$ cat src/rtl/run_controller.sv
// Run sequencer: holds the core in reset, runs it until pc hits FIN_ADDR
// or a cycle limit, then streams a data-memory window over valid/ready.
module run_controller #(
  parameter int unsigned HOLD_CYCLES = 2,
  parameter logic [31:0] FIN_ADDR    = 32'h000000bc,
  parameter int unsigned MAX_CYCLES  = 50000,
  parameter logic [31:0] DUMP_BASE   = 32'h00000400,
  parameter int unsigned DUMP_WORDS  = 6
) (
  input  logic        clk,
  input  logic        reset,
  input  logic        start,
  input  logic [31:0] pc,
  output logic        core_reset,
  output logic [31:0] dump_addr,
  input  logic [31:0] dump_rdata,
  output logic [31:0] dump_data,
  output logic        dump_valid,
  input  logic        dump_ready,
  output logic        busy,
  output logic        done,
  output logic        fail,
  output logic [31:0] cycles
);

  typedef enum logic [2:0] {
    S_IDLE,
    S_HOLD,
    S_RUN,
    S_DUMP,
    S_DONE,
    S_FAIL
  } state_t;

  localparam logic [31:0] HOLD_LAST = 32'(HOLD_CYCLES) - 32'd1;
  localparam logic [31:0] DUMP_LAST = 32'(DUMP_WORDS) - 32'd1;
  localparam logic [31:0] MAX_C     = 32'(MAX_CYCLES);

  state_t      state, state_n;
  logic [31:0] cycles_q, cycles_n;
  logic [31:0] hold_q, hold_n;
  logic [31:0] idx_q, idx_n;
  logic [31:0] cyc_inc;

  // saturating run-cycle increment
  assign cyc_inc = (cycles_q == 32'hFFFFFFFF) ? cycles_q : cycles_q + 32'd1;

  always_comb begin
    state_n  = state;
    cycles_n = cycles_q;
    hold_n   = hold_q;
    idx_n    = idx_q;
    unique case (state)
      S_IDLE, S_DONE, S_FAIL: begin
        if (start) begin
          cycles_n = '0;
          hold_n   = '0;
          idx_n    = '0;
          state_n  = (HOLD_CYCLES == 0) ? S_RUN : S_HOLD;
        end
      end
      S_HOLD: begin
        if (hold_q == HOLD_LAST) state_n = S_RUN;
        else hold_n = hold_q + 32'd1;
      end
      S_RUN: begin
        cycles_n = cyc_inc;
        // a pc match beats the limit on the same edge
        if (pc == FIN_ADDR)
          state_n = (DUMP_WORDS == 0) ? S_DONE : S_DUMP;
        else if (cyc_inc >= MAX_C)
          state_n = S_FAIL;
      end
      S_DUMP: begin
        if (dump_ready) begin
          idx_n = idx_q + 32'd1;
          if (idx_q == DUMP_LAST) state_n = S_DONE;
        end
      end
      default: state_n = S_IDLE;
    endcase
  end

  always_ff @(posedge clk) begin
    if (reset) begin
      state    <= S_IDLE;
      cycles_q <= '0;
      hold_q   <= '0;
      idx_q    <= '0;
    end else begin
      state    <= state_n;
      cycles_q <= cycles_n;
      hold_q   <= hold_n;
      idx_q    <= idx_n;
    end
  end

  assign core_reset = (state != S_RUN);
  assign busy       = (state == S_HOLD) || (state == S_RUN) ||
                      (state == S_DUMP);
  assign done       = (state == S_DONE);
  assign fail       = (state == S_FAIL);
  assign dump_valid = (state == S_DUMP);
  assign dump_addr  = DUMP_BASE + (idx_q << 2);
  assign dump_data  = dump_rdata;
  assign cycles     = cycles_q;

endmodule

$ cat config.mk
export PLATFORM = sky130hd
export DESIGN_NAME = run_controller
export DESIGN_NICKNAME = d
export VERILOG_FILES = /design/src/rtl/run_controller.sv
export SDC_FILE = /design/constraint.sdc
export NUM_CORES = 1
export LEC_CHECK = 0
export CORE_AREA = 2 2 123 155
export CTS_BUF_LIST = sky130_fd_sc_hd__clkbuf_16
export CTS_CLUSTER_SIZE = 24
export DETAILED_ROUTE_END_ITERATION = 8
export DIE_AREA = 0 0 125 157
export SLEW_MARGIN = 5
export SYNTH_ARGS = -nofsm -noshare
export SYNTH_HDL_FRONTEND = slang
export SYNTH_SLANG_ARGS = --single-unit
$ cat constraint.sdc
create_clock -name clk -period 7.71 [get_ports clk]
set_input_delay 1.542 -clock clk [delete_from_list [all_inputs] [get_ports clk]]
set_output_delay 1.542 -clock clk [all_outputs]
set_load 0.01 [all_outputs]
==> flow_summary.toml, run 1 <==
[outcome]
outcome = "completed"

[timing]
hold_viol = 0
grt_setup_unrepaired = "no"
fin_ws_ns = 2.85
setup_violations = 0
fin_setup_tns_ns = 0
fmax_mhz = 206
clock-skew-final_ns = 0.00662
slew_viol_final = 0
fin_crit_sh_pct = 63.1
min_period_ns = 4.86
max_slew.worst_pin.slew_ns = 0.888
slew_headroom_pct = 40.8

[clocking]
cts_tree = "yes"
cts_sinks = 99
clk_pin_slew_worst_paths_ns = 0.07
clk_latency_ns = 0.35
root_buffer = "clkbuf_16"
post_cts_buffers = 0
ctsHoldBuffers = 0
cts.path.max_buffers = 2
cts_resized = 0
cts_buffers = 9
htreeDepth = 3

[grt]
antenna_found_initial = 0
grt_pass1_wl_um = 27800
grt_usage_pct = 17.2
grt_max_degree = 62
gr-total-overflow = 0
grt_pass1_vias = 5422

[worst_setup_path]
crit_path_start_kind = "register"
cp.required_ns = 6.17
max_stage_delay_ns = 0.54
crit_path_cell_trace = "ha_1 -> nand3_1 -> nor3_1 -> and3_1 -> nand3_1 -> nor2_1 -> nand2_1 -> nor2_1 -> xor2_1 -> clkdlybuf4s50_1"
crit_fanout = 6
endpoint_kind = "primary output"
critPathKind = "register to primary output"
cp_slowest_cell = "clkdlybuf4s50_1"
arrival_ns = 3.32

[logic_synthesis]
yosysWarnings = 0
synthesis.area_sq_um = 6240
synth.area.mux_share_pct = 1.18
yosys.area_share.simple_pct = 32.3
netlist.top_cell.by_area = "dfxtp_1"
synthArstFlopShare_pct = 0
synth_compound_area_share_pct = 13.3
synth_area_per_cell_sq_um = 7.65
synthCells = 815
synth_top_area_share_pct = 31.8
synth_commonest_cells = "112 x nor2_1, 99 x dfxtp_1, 76 x nand2_1, 49 x nand3_1, 48 x xor2_1"
synth_most_common_cell = "nor2_1"
yosys_register_bits = 99
synth_ff_type = "dfxtp_1"
synthTopCellsByArea = "dfxtp_1 32%, nor2_1 6.7%, xor2_1 6.7%"
synth_seq_area_share_pct = 31.8
synth_cell_types = 66
synth_top_family_by_area = "simple AND/OR/NAND/NOR gates"
synth_fa_ha_area_share_pct = 1.40
synthXorXnorAreaFrac_pct = 11.0
synth_edf_count = 0

[floorplanning]
coreArea_sq_um = 18000
dieArea_sq_um = 19600
rows = 55
die-height_um = 157
die_w_um = 125
initial_core_util_pct = 34.6
ios = 169

[flow_run]
max-cap-violations = 0

[placement]
dpl_cell_area_sq_um = 7100
pre_cts_slack_ns = 3.22
port-buffer-count = 102
placed_cells = 1066
gp_congestion = 0.893
dpl.hpwl_um = 12200

[drt]
dr_total_vias = 5798
wl_um = 17100
wl_per_cell_um = 15.8
route.detailed.drc = 0
ant_nets = 0
routed_via_density = 5.36
dr.pass1.iters = 4
dr.first_iter.drc_count = 393

[finish]
utilization_pct = 41.0
num-nets-final = 924
fin_area_sq_um = 7390
stdcell_count = 1082
area_delta_synth_final_pct = 18.5
diodes = 0
drive_gt1_share_pct = 4.92
fillers = 1883

[power]
power_density_nw_per_um2 = 177
ir_drop_uv = 113
leakage_nw = 2.38

[hold_path]
min_path_type = "register to register"
cells by family (layout without fill, tap and decap cells):
group | Yosys count | count (layout)
AOI/OAI and AO/OA | 124 | 124
xor gates and xnor gates | 78 | 78
adders and majority gates | 7 | 7
buffers and inverters | 104 | 142
DFF | 99 | 99
muxes | 7 | 7
other | 1 | 2
and+or+nand+nor | 395 | 395
final cells by class:
type | count | area, sq um | share of cell area [%]
Clock buffer | 9 | 225 | 3.05
Sequential cell | 99 | 1980 | 26.8
Tap cell | 228 | 285 | 3.86
Inverter | 20 | 75.1 | 1.02
Timing Repair Buffer | 106 | 1050 | 14.2
Clock inverter | 7 | 68.8 | 0.931
Multi-Input combinational cell | 613 | 3700 | 50.1
power breakdown:
part           switching (W)  internal, W  total [W]
Combinational       0.000199     0.000104   0.000302
Sequential         0.0000221     0.000523   0.000545
Clock               0.000208     0.000251   0.000459
Total               0.000429     0.000878    0.00131
cells in the final DEF, fill, tap and decap left out, types with 3 or more instances in the layout:
cell               n
nor2_1           112
clkdlybuf4s50_1  102
dfxtp_1           99
nand2_1           76
nand3_1           49
xor2_1            48
a21oi_1           41
xnor2_1           30
o21ai_0           29
nand4_1           28
nor3_1            27
nor4_1            21
inv_1             20
or3_1             19
and3_1            15
a31oi_1           10
clkbuf_16          9
a311oi_1           8
ha_1               7
nand2b_1           6
nor2b_1            5
o21a_1             5
and2_1             4
and4_1             4
or4_1              4
nor4_2             4
mux2i_1            4
buf_4              4
or2_2              3
o211ai_1           3
mux2_2             3
a32o_1             3
registers in the layout, indices dropped and copies added (netlist names):
name    cells
hold_q     32
state       3
idx_q      32
cycles     32
worst paths after layout:
| path | cells past startpoint | slack (ns) | from | endpoint |
|---|---|---|---|---|
| max | 10 | 2.85 | idx_q[9] | dump_addr[30] |
| min | 2 | 0.50 | hold_q[7] | hold_q[7] |
| max reg2reg | 8 | 4.30 | cycles[4] | state[0] |
| min reg2reg | 2 | 0.50 | hold_q[7] | hold_q[7] |
through the flow:
step	hold WS, ns	power, W
3_3_place_gp	0.484	0.000859
3_5_place_dp	0.495	0.000860
2_1_floorplan	0.467	0.000764
6_report	0.501	0.00131
5_1_grt	0.532	0.00138
4_1_cts	0.503	0.00132
critical path, delay by kind of cell, from the launching register on:
kind | cells | cell delay, ns
adders and majority gates | 1 | 0.23
DFF | 1 | 0.40
and+or+nand+nor | 7 | 1.66
xor gates and xnor gates | 1 | 0.15
buffers and inverters | 1 | 0.54
layer usage:
layer  track usage (%)  part of all wire [%]  up-vias
li1                  -                     -     2907
met1              22.0                    45     2688
met2              29.1                    48      173
met3              2.72                   5.7       30
met4              7.09                   2.0        0
met5                 0                     0        -
(Power assumes the default switching activity.)
==> run 2, diff against run 1 <==
==> constraint.sdc (replaced) <==
create_clock -name clk -period 4.83 [get_ports clk]
set_input_delay 0.966 -clock clk [delete_from_list [all_inputs] [get_ports clk]]
set_output_delay 0.966 -clock clk [all_outputs]
set_load 0.01 [all_outputs]
==> run 2 against run 1 <==
Against the previous run:
- utilization increased by 0.37 points
- design area increased by 0.90%
- worst setup slack got worse by 2.3 ns
- clock skew increased by 0.0036 ns
- sequential cell count unchanged
- wire length about the same
- non-clock buffer count increased by 4
- global-route usage decreased by 0.10 points
- total power increased by 65%
- worst hold slack improved by 0.00052 ns
- clock power increased by 72%
==> flow_summary.toml, run 2 (synthesis results as in run 1) <==
[outcome]
outcome = "completed"

[worst_setup_path]
crit_fanout = 6
arrival_ns = 3.30
cp.required_ns = 3.86
path_buf_inv = 1
endpoint_kind = "primary output"
crit_path_start_kind = "register"
crit_cells = 10
critPathKind = "register to primary output"
critPathTopFamily = "simple AND/OR/NAND/NOR gates"
r2r_cells = 8
max_stage_delay_ns = 0.54
cp_slowest_cell = "clkdlybuf4s50_1"
crit_path_cell_trace = "ha_1 -> nand3_1 -> nor3_1 -> and3_1 -> nand3_1 -> nor2_1 -> nand2_1 -> nor2_1 -> xor2_1 -> clkdlybuf4s50_1"

[drt]
wl_um = 17000
dr.pass1.iters = 4
route.met3.wl_um = 895
wl_met1_um = 7620
ant_nets = 0
highest_layer = "met4"
met2WireLength_um = 8240
wl_per_cell_um = 15.7
dr_total_vias = 5821
route.detailed.drc = 0
dr.first_iter.drc_count = 336
routed_via_density = 5.36

[floorplanning]
initial_core_util_pct = 34.6
coreArea_sq_um = 18000
ios = 169
die_w_um = 125
rows = 55
dieArea_sq_um = 19600
die-height_um = 157

[clocking]
cts_resized = 0
ctsHoldBuffers = 0
root_buffer = "clkbuf_16"
cts_buffers = 9
clk_pin_slew_worst_paths_ns = 0.07
post_cts_buffers = 0
cts_tree = "yes"
clk_latency_ns = 0.36
cts_sinks = 99
htreeDepth = 3
cts.path.max_buffers = 2

[power]
leakage_nw = 2.42
power_density_nw_per_um2 = 289
ir_drop_uv = 239

[finish]
multiInputGateArea_sq_um = 3700
diodes = 0
stdcell_count = 1086
fillers = 1867
seq_area_sq_um = 1980
final_cell_mix = "112 x nor2_1, 102 x clkdlybuf4s50_1, 99 x dfxtp_1, 76 x nand2_1, 49 x nand3_1"
final_common_cell = "nor2_1"
drive_gt1_share_pct = 5.36
area_delta_synth_final_pct = 19.6
num-nets-final = 928

[timing]
grt_setup_unrepaired = "no"
min_period_ns = 4.27
hold_viol = 0
max_slew.worst_pin.slew_ns = 0.853
setup_violations = 0
fin_crit_sh_pct = 88.4
slew_headroom_pct = 43.1
slew_viol_final = 0
fmax_mhz = 234
clock-skew-final_ns = 0.0102
fin_setup_tns_ns = 0

[grt]
grt_max_degree = 40
grt_usage_pct = 17.1
grt_pass1_vias = 5446
grt_pass1_wl_um = 27500
gr-total-overflow = 0
antenna_found_initial = 0

[placement]
placed_cells = 1070
gp_congestion = 0.884
port-buffer-count = 102
dpl.hpwl_um = 12200

[flow_run]
max-cap-violations = 0

[hold_path]
min_path_type = "register to register"
hold_depth = 2
run 2: metal layers:
metal,vias up,GRT usage (%)
met2,155,29.3
met5,-,0
met4,0,6.93
met1,2728,21.6
li1,2917,-
met3,21,2.62
run 2: path summary, 6_finish.rpt:
| kind | start | end | slack, ns |
|---|---|---|---|
| worst min register to register | hold_q[27] | hold_q[27] | 0.50 |
| worst max-delay path | idx_q[8] | dump_addr[30] | 0.56 |
| worst max register to register | cycles[4] | state[0] | 1.65 |
| worst min-delay path | hold_q[27] | hold_q[27] | 0.50 |
run 2: power by group:
group	internal [W]	total [W]	switching (W)
Sequential	0.000835	0.000870	0.0000354
Combinational	0.000171	0.000496	0.000325
Clock	0.000453	0.000789	0.000335
Total	0.00146	0.00216	0.000696
run 2: stage by stage:
step	setup WS, ns	util [%]	total power, W	hold WS (ns)	cell area (sq um)
floorplan	1.67	-	0.00122	0.467	6240
global placement	0.999	39.6	0.00138	0.484	7140
detailed placement	0.929	39.6	0.00138	0.495	7140
CTS	0.528	41.4	0.00217	0.504	7460
global route	0.336	41.4	0.00226	0.517	7460
finish	0.562	41.4	0.00216	0.501	7460
run 2: worst reg2reg max path, stage by stage, from the launching register on:
cell     delay (ns)
dfxtp_1        0.50
nand4_2        0.39
or4_4          0.68
a41oi_2        0.38
nand3_1        0.17
mux2i_1        0.18
nor4_2         0.37
a41oi_2        0.21
o21a_1         0.20
run 2: final cells by class:
type                            instances  share of cell area (%)
Multi-Input combinational cell        613                    49.7
Timing Repair Buffer                  110                    14.7
Sequential cell                        99                    26.6
Tap cell                              228                    3.82
Clock inverter                          7                    1.24
Inverter                               20                    1.01
Clock buffer                            9                    3.02
==> run 3, diff against run 2 <==
--- a/config.mk
+++ b/config.mk
@@ -10,6 +10,7 @@
 export CTS_CLUSTER_SIZE = 24
 export DETAILED_ROUTE_END_ITERATION = 8
 export DIE_AREA = 0 0 125 157
+export SKIP_CTS_REPAIR_TIMING = 1
 export SLEW_MARGIN = 5
 export SYNTH_ARGS = -nofsm -noshare
 export SYNTH_HDL_FRONTEND = slang
==> constraint.sdc (replaced) <==
create_clock -name clk -period 4.9 [get_ports clk]
set_input_delay 0.98 -clock clk [delete_from_list [all_inputs] [get_ports clk]]
set_output_delay 0.98 -clock clk [all_outputs]
set_load 0.01 [all_outputs]
==> run 3 against run 2 <==
Against the previous run:
- die area did not move
- sequential cell count did not move
- clock skew barely moved
- global-route usage barely moved
- worst setup slack improved by 0.046 ns
- sequential power fell by 1%
- design area fell by 0.40%
==> flow_summary.toml, run 3 (synthesis results as in run 1) <==
[outcome]
outcome = "completed"

[worst_setup_path]
crit_path_start_kind = "register"
endpoint_kind = "primary output"
crit_fanout = 6
r2r_end = "state[0]"
worstReg2RegStart = "cycles[4]"
arrival_ns = 3.31
critPathKind = "register to primary output"
r2r_cells = 8
reg2reg_setup_slack_ns = 1.50
cp.required_ns = 3.92

[floorplanning]
coreArea_sq_um = 18000
die-height_um = 157
ios = 169
initial_core_util_pct = 34.6
die_w_um = 125
rows = 55
dieArea_sq_um = 19600

[placement]
gp_congestion = 0.890
dpl_cell_area_sq_um = 7130
placed_cells = 1069
dpl.hpwl_um = 12200
port-buffer-count = 102

[clocking]
cts.path.max_buffers = 2
clk_latency_ns = 0.36
cts_tree = "yes"
root_buffer = "clkbuf_16"
cts_sinks = 99
clk_pin_slew_worst_paths_ns = 0.08
cts_buffers = 9
htreeDepth = 3

[finish]
multiInputGateArea_sq_um = 3700
diodes = 0
stdcell_count = 1085
fillers = 1858
fin_area_sq_um = 7430
final_cell_mix = "112 x nor2_1, 102 x clkdlybuf4s50_1, 99 x dfxtp_1, 76 x nand2_1, 49 x nand3_1"
drive_gt1_share_pct = 5.25
seq_area_sq_um = 1980
area_delta_synth_final_pct = 19.1
final_common_cell = "nor2_1"
num-nets-final = 927
utilization_pct = 41.2

[hold_path]
min_path_type = "register to register"
hold_depth = 2
min_to = "hold_q[7]"
hp-start = "hold_q[7]"

[drt]
dr.pass1.iters = 5
wl_per_cell_um = 15.7
ant_nets = 0
routed_via_density = 5.38
dr_total_vias = 5835
dr.first_iter.drc_count = 413
route.detailed.drc = 0
wl_um = 17000

[power]
ir_drop_uv = 189
leakage_nw = 2.41
power_density_nw_per_um2 = 279

[timing]
slew_viol_final = 0
clock-skew-final_ns = 0.0104
slew_headroom_pct = 39.2
setup_violations = 0
fin_setup_tns_ns = 0
hold_viol = 0
fin_crit_sh_pct = 87.6
fmax_mhz = 233
grt_setup_unrepaired = "no"
max_slew.worst_pin.slew_ns = 0.912
min_period_ns = 4.29

[grt]
antenna_found_initial = 0
grt_usage_pct = 17.1
grt_max_degree = 40
grt_pass1_vias = 5345
gr-total-overflow = 0
grt_pass1_wl_um = 27500

[flow_run]
max-cap-violations = 0
-- run 3: cell count changes in the layout (fill, tap and decap cells not counted) --
cell        delta
clkinv_4       +3
clkinvlp_4     -2
buf_4          -1
bufinv_16      -1
clkinv_2       +1
inv_6          -1
-- run 3: how the worst max path moves through the flow --
stage,startpoint,to,slack (ns),cells after the start
after detailed placement,idx_q[9],dump_addr[30],0.97,10
after CTS,idx_q[9],dump_addr[30],0.58,10
after floorplan,idx_q[9],dump_addr[30],1.72,9
after global placement,idx_q[9],dump_addr[30],1.06,10
after global routing,idx_q[9],dump_addr[30],0.35,10
final,idx_q[9],dump_addr[30],0.61,10
-- run 3: area by class of cell --
type	instances	area share (%)
Clock buffer	9	3.03
Clock inverter	7	0.943
Inverter	20	1.01
Multi-Input combinational cell	613	49.9
Sequential cell	99	26.7
Tap cell	228	3.84
Timing Repair Buffer	109	14.6
-- run 3: per-stage QoR --
stage | power [W] | setup WS, ns | hold slack [ns]
floorplan | 0.00120 | 1.72 | 0.467
global placement | 0.00136 | 1.06 | 0.484
detailed placement | 0.00136 | 0.973 | 0.496
CTS | 0.00209 | 0.576 | 0.506
global route | 0.00217 | 0.354 | 0.519
finish | 0.00207 | 0.608 | 0.505
-- run 3: power by group --
part / internal [W] / total (W) / switching (W)
Clock: 0.000395 / 0.000721 / 0.000326
Sequential: 0.000823 / 0.000857 / 0.0000336
Combinational: 0.000169 / 0.000492 / 0.000323
-- run 3: worst max-delay path: stages, from the launching register on --
cell	delay [ns]
dfxtp_1	0.42
ha_1	0.23
nand3_1	0.17
nor3_1	0.36
and3_1	0.27
nand3_1	0.15
nor2_1	0.39
nand2_1	0.13
nor2_1	0.15
xor2_1	0.14
clkdlybuf4s50_1	0.54
-- run 3: routing by layer --
| metal | routed length (um) | track usage, % |
|---|---|---|
| met5 | 0 | 0 |
| met4 | 316 | 6.03 |
| met1 | 7480 | 21.6 |
| met3 | 1210 | 4.18 |
| met2 | 8030 | 28.4 |
